### src/rtl/dmem_pkg.sv
// Shared constants for the data-memory arbiter: access-size masks, master ids,
// and the mask normalisation used on the memory bus.
package dmem_pkg;

  localparam logic [3:0] MASK_B = 4'b0001;
  localparam logic [3:0] MASK_H = 4'b0011;
  localparam logic [3:0] MASK_W = 4'b1111;

  localparam logic M_CPU = 1'b0;
  localparam logic M_DBG = 1'b1;

  // Any encoding other than byte or half is a full word access.
  function automatic logic [3:0] norm_mask(input logic [3:0] m);
    case (m)
      MASK_B:  return MASK_B;
      MASK_H:  return MASK_H;
      default: return MASK_W;
    endcase
  endfunction

endpackage

### src/rtl/dmem_arb_pick.sv
// Combinational winner selection for the two data-memory masters.
// Lock inputs are driven low by the top level unless DMEM_ARB_LOCK_EN is set.
module dmem_arb_pick
  import dmem_pkg::*;
#(
  parameter int FIXED_PRIO = 0
) (
  input  logic [1:0] req,
  input  logic       last,
  input  logic       starve,
  input  logic       lock_active,
  input  logic       lock_owner,
  output logic [1:0] gnt
);

  logic winner;

  always_comb begin
    gnt    = 2'b00;
    winner = M_CPU;
    if (lock_active) begin
      // lock_active already implies the owner is requesting
      gnt[lock_owner] = 1'b1;
    end else if (&req) begin
      if (FIXED_PRIO != 0) winner = starve ? M_DBG : M_CPU;
      else                 winner = (last == M_DBG) ? M_CPU : M_DBG;
      gnt[winner] = 1'b1;
    end else begin
      gnt = req;
    end
  end

endmodule

### src/rtl/dmem_arbiter.sv
// Two-master arbiter in front of the single-port data memory (CPU LSU = M0,
// debug/DMA = M1). Optional bus locking is enabled with DMEM_ARB_LOCK_EN.
module dmem_arbiter
  import dmem_pkg::*;
#(
  parameter int FIXED_PRIO = 0,
  parameter int MAX_WAIT   = 8
) (
  input  logic        clk,
  input  logic        rst,
  input  logic        m0_req,
  input  logic        m0_we,
  input  logic [31:0] m0_addr,
  input  logic [31:0] m0_wdata,
  input  logic [3:0]  m0_mask,
  output logic        m0_gnt,
  output logic        m0_rvalid,
  output logic [31:0] m0_rdata,
  input  logic        m1_req,
  input  logic        m1_we,
  input  logic [31:0] m1_addr,
  input  logic [31:0] m1_wdata,
  input  logic [3:0]  m1_mask,
  output logic        m1_gnt,
  output logic        m1_rvalid,
  output logic [31:0] m1_rdata,
`ifdef DMEM_ARB_LOCK_EN
  input  logic        m0_lock,
  input  logic        m1_lock,
`endif
  output logic        mem_ce,
  output logic        mem_we,
  output logic        mem_rd,
  output logic [31:0] mem_addr,
  output logic [31:0] mem_wdata,
  output logic [3:0]  mem_w_mask,
  output logic [3:0]  mem_r_mask,
  input  logic [31:0] mem_rdata
);

  localparam logic [7:0] MAX_WAIT_W = 8'(MAX_WAIT);

  logic       last;
  logic [7:0] wait_cnt;
  logic       starve;
  logic [1:0] gnt;
  logic       gnt_any;
  logic       win;
  logic       lock_active;
  logic       lock_owner;

  assign starve = (FIXED_PRIO != 0) && (wait_cnt >= MAX_WAIT_W);

`ifdef DMEM_ARB_LOCK_EN
  logic locked;

  // The lock holds only while the owner keeps both req and lock high.
  assign lock_active = locked &&
                       ((lock_owner == M_DBG) ? (m1_req && m1_lock) : (m0_req && m0_lock));

  always_ff @(posedge clk) begin
    if (rst) begin
      locked     <= 1'b0;
      lock_owner <= M_CPU;
    end else if (gnt_any) begin
      locked     <= (win == M_DBG) ? m1_lock : m0_lock;
      lock_owner <= win;
    end else begin
      locked     <= 1'b0;
    end
  end
`else
  assign lock_active = 1'b0;
  assign lock_owner  = M_CPU;
`endif

  dmem_arb_pick #(
    .FIXED_PRIO (FIXED_PRIO)
  ) u_pick (
    .req         ({m1_req, m0_req}),
    .last        (last),
    .starve      (starve),
    .lock_active (lock_active),
    .lock_owner  (lock_owner),
    .gnt         (gnt)
  );

  assign m0_gnt  = gnt[0];
  assign m1_gnt  = gnt[1];
  assign gnt_any = |gnt;
  assign win     = gnt[1];

  always_comb begin
    mem_ce     = 1'b0;
    mem_we     = 1'b0;
    mem_rd     = 1'b0;
    mem_addr   = '0;
    mem_wdata  = '0;
    mem_w_mask = '0;
    mem_r_mask = '0;
    if (gnt_any) begin
      mem_ce     = 1'b1;
      mem_we     = win ? m1_we : m0_we;
      mem_rd     = !mem_we;
      mem_addr   = win ? m1_addr : m0_addr;
      mem_wdata  = win ? m1_wdata : m0_wdata;
      mem_w_mask = norm_mask(win ? m1_mask : m0_mask);
      mem_r_mask = mem_w_mask;
    end
  end

  always_ff @(posedge clk) begin
    if (rst) begin
      last      <= M_DBG;
      wait_cnt  <= '0;
      m0_rvalid <= 1'b0;
      m1_rvalid <= 1'b0;
      m0_rdata  <= '0;
      m1_rdata  <= '0;
    end else begin
      m0_rvalid <= gnt[0] && !m0_we;
      m1_rvalid <= gnt[1] && !m1_we;
      if (gnt[0] && !m0_we) m0_rdata <= mem_rdata;
      if (gnt[1] && !m1_we) m1_rdata <= mem_rdata;
      if (gnt_any) last <= win;
      // Saturate so a long lock cannot wrap the starvation counter.
      if (m1_req && !gnt[1])
        wait_cnt <= (wait_cnt == 8'hFF) ? wait_cnt : wait_cnt + 8'd1;
      else
        wait_cnt <= '0;
    end
  end

endmodule

### config.mk
export PLATFORM = sky130hd
export DESIGN_NAME = dmem_arbiter
export DESIGN_NICKNAME = d
export VERILOG_FILES = /design/src/rtl/dmem_pkg.sv /design/src/rtl/dmem_arb_pick.sv /design/src/rtl/dmem_arbiter.sv
export SDC_FILE = /design/constraint.sdc
export NUM_CORES = 1
export LEC_CHECK = 0
export CAP_MARGIN = 20
export CORE_AREA = 2 2 125 127
export DETAILED_ROUTE_END_ITERATION = 16
export DIE_AREA = 0 0 127 129
export HOLD_SLACK_MARGIN = 0.06
export PLACE_DENSITY = 0.66
export SLEW_MARGIN = 20
export SYNTH_ARGS = -nofsm -noshare
export SYNTH_HDL_FRONTEND = slang
export SYNTH_SLANG_ARGS = --single-unit
### constraint.sdc
create_clock -name clk -period 2.45 [get_ports clk]
set_input_delay 0.49 -clock clk [delete_from_list [all_inputs] [get_ports clk]]
set_output_delay 0.49 -clock clk [all_outputs]
set_load 0.01 [all_outputs]
# After elaboration in Yosys (flattened, before gate mapping)
# Index checks and enable logic that the tools add are counted.
[totals]
ff_bits = 67
output_inout_bits = 143
inputBits = 174
[classes]
eq_ne = 2
n_reduce_logical = 8
muxes = 16
order_cmp = 2
[ops]
columns = ["op", "n"]
rows = [
  ["32-bit two-way mux", 4],
  ["4-bit two-way mux", 2],
  ["4-bit case mux with 2 select lines", 1],
  ["1-bit two-way mux", 7],
  ["4-bit by 1-bit equality test with 1-bit output (second input constant)", 1],
  ["4-bit by 2-bit equality test with 1-bit output (second input constant)", 1],
  ["1-bit logical AND", 3],
  ["1-bit zero test", 3],
  ["1-bit by 2-bit less-than comparator with 1-bit output (second input constant)", 1],
  ["2-bit two-way mux", 1],
  ["2-bit AND reduction", 1],
  ["2-bit OR reduction", 1],
  ["1-bit demux with 1-bit select", 1],
  ["1-bit greater-or-equal comparator (second input constant)", 1],
]

# Logic depth before layout (Yosys ltp)
[logic_depth]
word_depth = 11
mapped_depth = 8

# Cells and area by module
# Synthesis repeated with hierarchy kept, for this count alone.
[hier_totals]
cells_unflattened = 395
area_unflattened_um2 = 3105.5
[modules_own_cells]
columns = ["mod", "area_each_um2", "cells_per_inst", "instances"]
rows = [
  ["dmem_arbiter", 3060.4, 388, 1],
  ["dmem_arb_pick", 45.0, 7, 1],
]

# Worst setup path after synthesis
# Ideal clock, no wire load.
[synth_timing]
path_type = "input-to-output"
start = "in m0_req"
end = "out mem_r_mask[3]"
required_ns = 1.960
path_buffers = 3
path_stages = 8
setup_slack_ns = 0.098
t_arrival_ns = 1.862
path_cell_list = "buf_4 -> nand2_2 -> nand2_2 -> inv_2 -> buf_4 -> and2_1 -> a311oi_1 -> buf_4"
[synth_between]
elab_chain_cells = 6
elab_cells_between_ends = 8
classes_between = "eq/ne (2); mux (4); reduce/logical (2)"
[synth_lines]
columns = ["element", "line", "rtl"]
rows = [
  ["from (decl)", "dmem_arbiter.sv:11", "input logic m0_req,"],
  ["2-bit AND reduction", "dmem_arb_pick.sv:24", "end else if (&req) begin"],
  ["2-bit two-way mux *", "dmem_arb_pick.sv:24", ""],
  ["4-bit two-way mux", "dmem_arbiter.sv:107", "mem_w_mask = norm_mask(win ? m1_mask : m0_mask);"],
  ["4-bit by 2-bit equality test with 1-bit output / 4-bit by 1-bit equality test with 1-bit output (equally long branches)", "dmem_pkg.sv:14", "case (m)"],
  ["4-bit case mux with 2 select lines", "dmem_pkg.sv:14", ""],
  ["4-bit two-way mux *", "dmem_arbiter.sv:101", "if (gnt_any) begin"],
  ["to (decl)", "dmem_arbiter.sv:37", "output logic [3:0] mem_r_mask,"],
]
# Every way passes the cells marked *; elsewhere a longest branch is shown, timed or not.

# Worst setup path in the final report
[layout_timing]
start = "in m1_req"
end = "out mem_r_mask[2]"
[layout_between]
elab_chain_cells = 6
elab_cells_between_ends = 8
classes_between = "eq/ne (2); mux (4); reduce/logical (2)"
[layout_lines]
columns = ["element", "line", "rtl"]
rows = [
  ["from (decl)", "dmem_arbiter.sv:19", "input logic m1_req,"],
  ["2-bit AND reduction", "dmem_arb_pick.sv:24", ""],
  ["2-bit two-way mux *", "dmem_arb_pick.sv:24", ""],
  ["4-bit two-way mux", "dmem_arbiter.sv:107", ""],
  ["4-bit by 2-bit equality test with 1-bit output / 4-bit by 1-bit equality test with 1-bit output (equally long branches)", "dmem_pkg.sv:14", ""],
  ["4-bit case mux with 2 select lines", "dmem_pkg.sv:14", ""],
  ["4-bit two-way mux *", "dmem_arbiter.sv:101", ""],
]
# Marks and branches as above.

==> results.cfg <==
[critical_path]
cpLargestDelayFamily = buffers and inverters
cp-end-kind = output port
cp.required_ps = 1960
crit_arrival_ps = 1940
crit_type = input pin to output port
crit_chain = clkdlybuf4s50_1 > buf_4 > nor2_4 > buf_4 > a311oi_4 > buf_4 > clkbuf_2
path_max_fanout = 4
max_stage_delay_ps = 490
crit_path_frequent_cell = buf_4
cp_slowest_cell = clkdlybuf4s50_1
setup.worst_path.start_class = input pin
cp_num_buf_inv = 5

[timing]
hold_viol_final = 0
maxSlewViolCount = 0
relSlewSlack_pct = 78.2
skew_ps = 7.26
setup_viol = 0
fmax_mhz = 411
min_period_over_period_pct = 99.3
final.min_clock_period_ps = 2430
tightest_slew_ps = 328
rsz0062_at_grt = true

[detailed_routing]
vias = 4451
avgRoutedWirePerCell_microns = 16.5
drtIter0Drc = 209
ant_nets = 0
drt-total-wl_microns = 16900
via_per_inst = 4.35
drt_pass1_iterations = 4
route.detailed.drc = 0

[power]
p_leak_nw = 2.92
pwr-share-seq_pct = 33.7
swShare_pct = 27.7
p_switching_mw = 0.957
p_per_area_mw_per_mm2 = 471
clkPwrFrac_pct = 37.0
intPower_mw = 2.50
ir_drop_uv = 322
power_mw = 3.45
power.share.combinational_pct = 29.2

[synthesis]
synth_nets = 704
syn_area_per_cell_sq_um = 7.21
synth.yosys.warnings = 0
syn_area_sq_mm = 0.00382
synth-seq-area-share_pct = 35.1
syn_inst = 530
synthDistinctLibCells = 23
synth-seq-cells = 67

[layout]
nets = 1006
ff_latch_area_sq_mm = 0.00134
finish.utilization_pct = 49.0
drive_gt1_share_pct = 12.4
final_common_cell = clkdlybuf4s50_1
multi_input_area_sq_mm = 0.00225
area_growth_pct = 92.0
n_antenna_cell = 0
fillers = 1525
layout_common_cells = clkdlybuf4s50_1, nand2_1, o21ai_0, nand2b_1, dfxtp_1

[cts]
path_clk_slew_ps = 60
cts-buffers-inserted = 9
cts_hold_buf = 0
h-tree-depth = 3
cts_sinks = 67
cts_max_path_buffers = 2
cts_tree = built
clk_latency_ps = 330
cts_root_buf = clkbuf_16

[place]
place_hpwl_microns = 13000
port_buffers = 316
finalWeightedCongestion = 0.815

[die]
fp.dieArea_sq_mm = 0.0164
start_util_pct = 25.5
rows = 45
core_sq_mm = 0.0150
fp.dieW_microns = 127
ioPinCount = 317
die_y_microns = 129

[grt]
antenna_found_initial = 0
grt_usage_pct = 19.3
grt_start_max_net_pins = 65
overflow = 0
first_global_vias = 4096
grt_pass1_wl_microns = 24300

[min_path]
min_path_type = flop to flop

[flow_run]
maxCapViolCount = 0

[outcome]
status = complete, no violations
## power groups by stage
stage	clock [mW]	sequential [mW]	combinational, mW
global placement	0	1.19	1.07
floorplan	0	1.21	0.349
CTS	1.31	1.17	1.03
detailed placement	0	1.19	1.07
finish	1.28	1.17	1.01
global route	1.36	1.17	1.09
## cells in the mapped netlist
cell / count / area share [%]
inv_1: 1 / 0.098
and2_1: 3 / 0.49
nor2_1: 6 / 0.59
nor2b_4: 1 / 0.36
a21oi_1: 1 / 0.13
buf_1: 1 / 0.098
inv_2: 1 / 0.098
dfxtp_1: 67 / 35
buf_2: 11 / 1.4
nand2_1: 128 / 13
buf_6: 4 / 1.2
clkbuf_1: 28 / 2.8
nor3b_1: 1 / 0.20
a311oi_1: 1 / 0.23
o32a_1: 1 / 0.26
nand2_2: 2 / 0.33
nand2b_1: 69 / 11
buf_4: 8 / 1.6
a21o_1: 1 / 0.20
o21ai_0: 126 / 17
o21ai_1: 3 / 0.39
mux2i_1: 33 / 8.7
nor2b_1: 33 / 5.4
## repair_timing
| action | 4_1_cts | 5_1_grt |
|---|---|---|
| gates resized for setup | 184 | 92 |
| buffers inserted | 1 | 2 |
| cloned | 1 | 0 |
| setup endpoints to repair | 76 | 54 |
| pin swaps | 4 | 1 |
## kinds of logic after synthesis
logic type	count (synthesis)	synth area share, %
simple gates	243	31.3
compound gates	133	17.7
flops	67	35.1
buf+inv	54	7.24
mux	33	8.65
## metal layers
metal / vias to the layer above / track usage [%] / wire length (microns)
met5: - / 0 / 0
met4: 0 / 4.46 / 108
met3: 7 / 6.65 / 1640
met2: 183 / 30.8 / 7900
met1: 1936 / 25.3 / 7230
li1: 2325 / - / -
## worst register-to-register path, stage by stage, from the launching register on
cell and delay [ps]:
dfxtp_1 320, nand2_2 70, nand2_2 70, inv_4 80, buf_12 150, buf_4 150
nor2b_4 150, buf_4 300, mux2i_1 240
## per-stage QoR
stage	hold slack (ps)	area (sq um)	setup TNS, ps	std cells	worst slack, ps
after global placement	458	7160	-22200	1005	-716
after global routing	490	7330	-66.5	1024	-39.4
final	468	7330	0	1024	17.6
after detailed placement	463	7160	-22080	1005	-684
after floorplan	493	3820	0	530	98.4
after CTS	475	7450	-0.851	1022	-0.672
## state kept, by name, indices dropped and copies added, names as in the netlist
| signal | flops |
|---|---|
| m1_rvalid | 1 |
| last | 1 |
| m0_rdata | 32 |
| m0_rvalid | 1 |
| m1_rdata | 32 |
## final timing paths
kind	start	endpoint	slack, ps	cells past startpoint
hold / removal	m1_rdata[30]	m1_rdata[30]	470	2
setup reg to reg	last	m1_rdata[26]	850	8
setup / recovery	m1_req	mem_r_mask[2]	20	7
hold reg to reg	m1_rdata[30]	m1_rdata[30]	470	2
## cell type report
type                            instances  area share (%)
Timing Repair Buffer                  343            43.7
Multi-Input combinational cell        409            30.6
Sequential cell                        67            18.3
Tap cell                              188            3.21
Clock buffer                            9            3.07
Clock inverter                          6           0.904
Inverter                                2           0.136
Power figures use the tool's default switching activity.
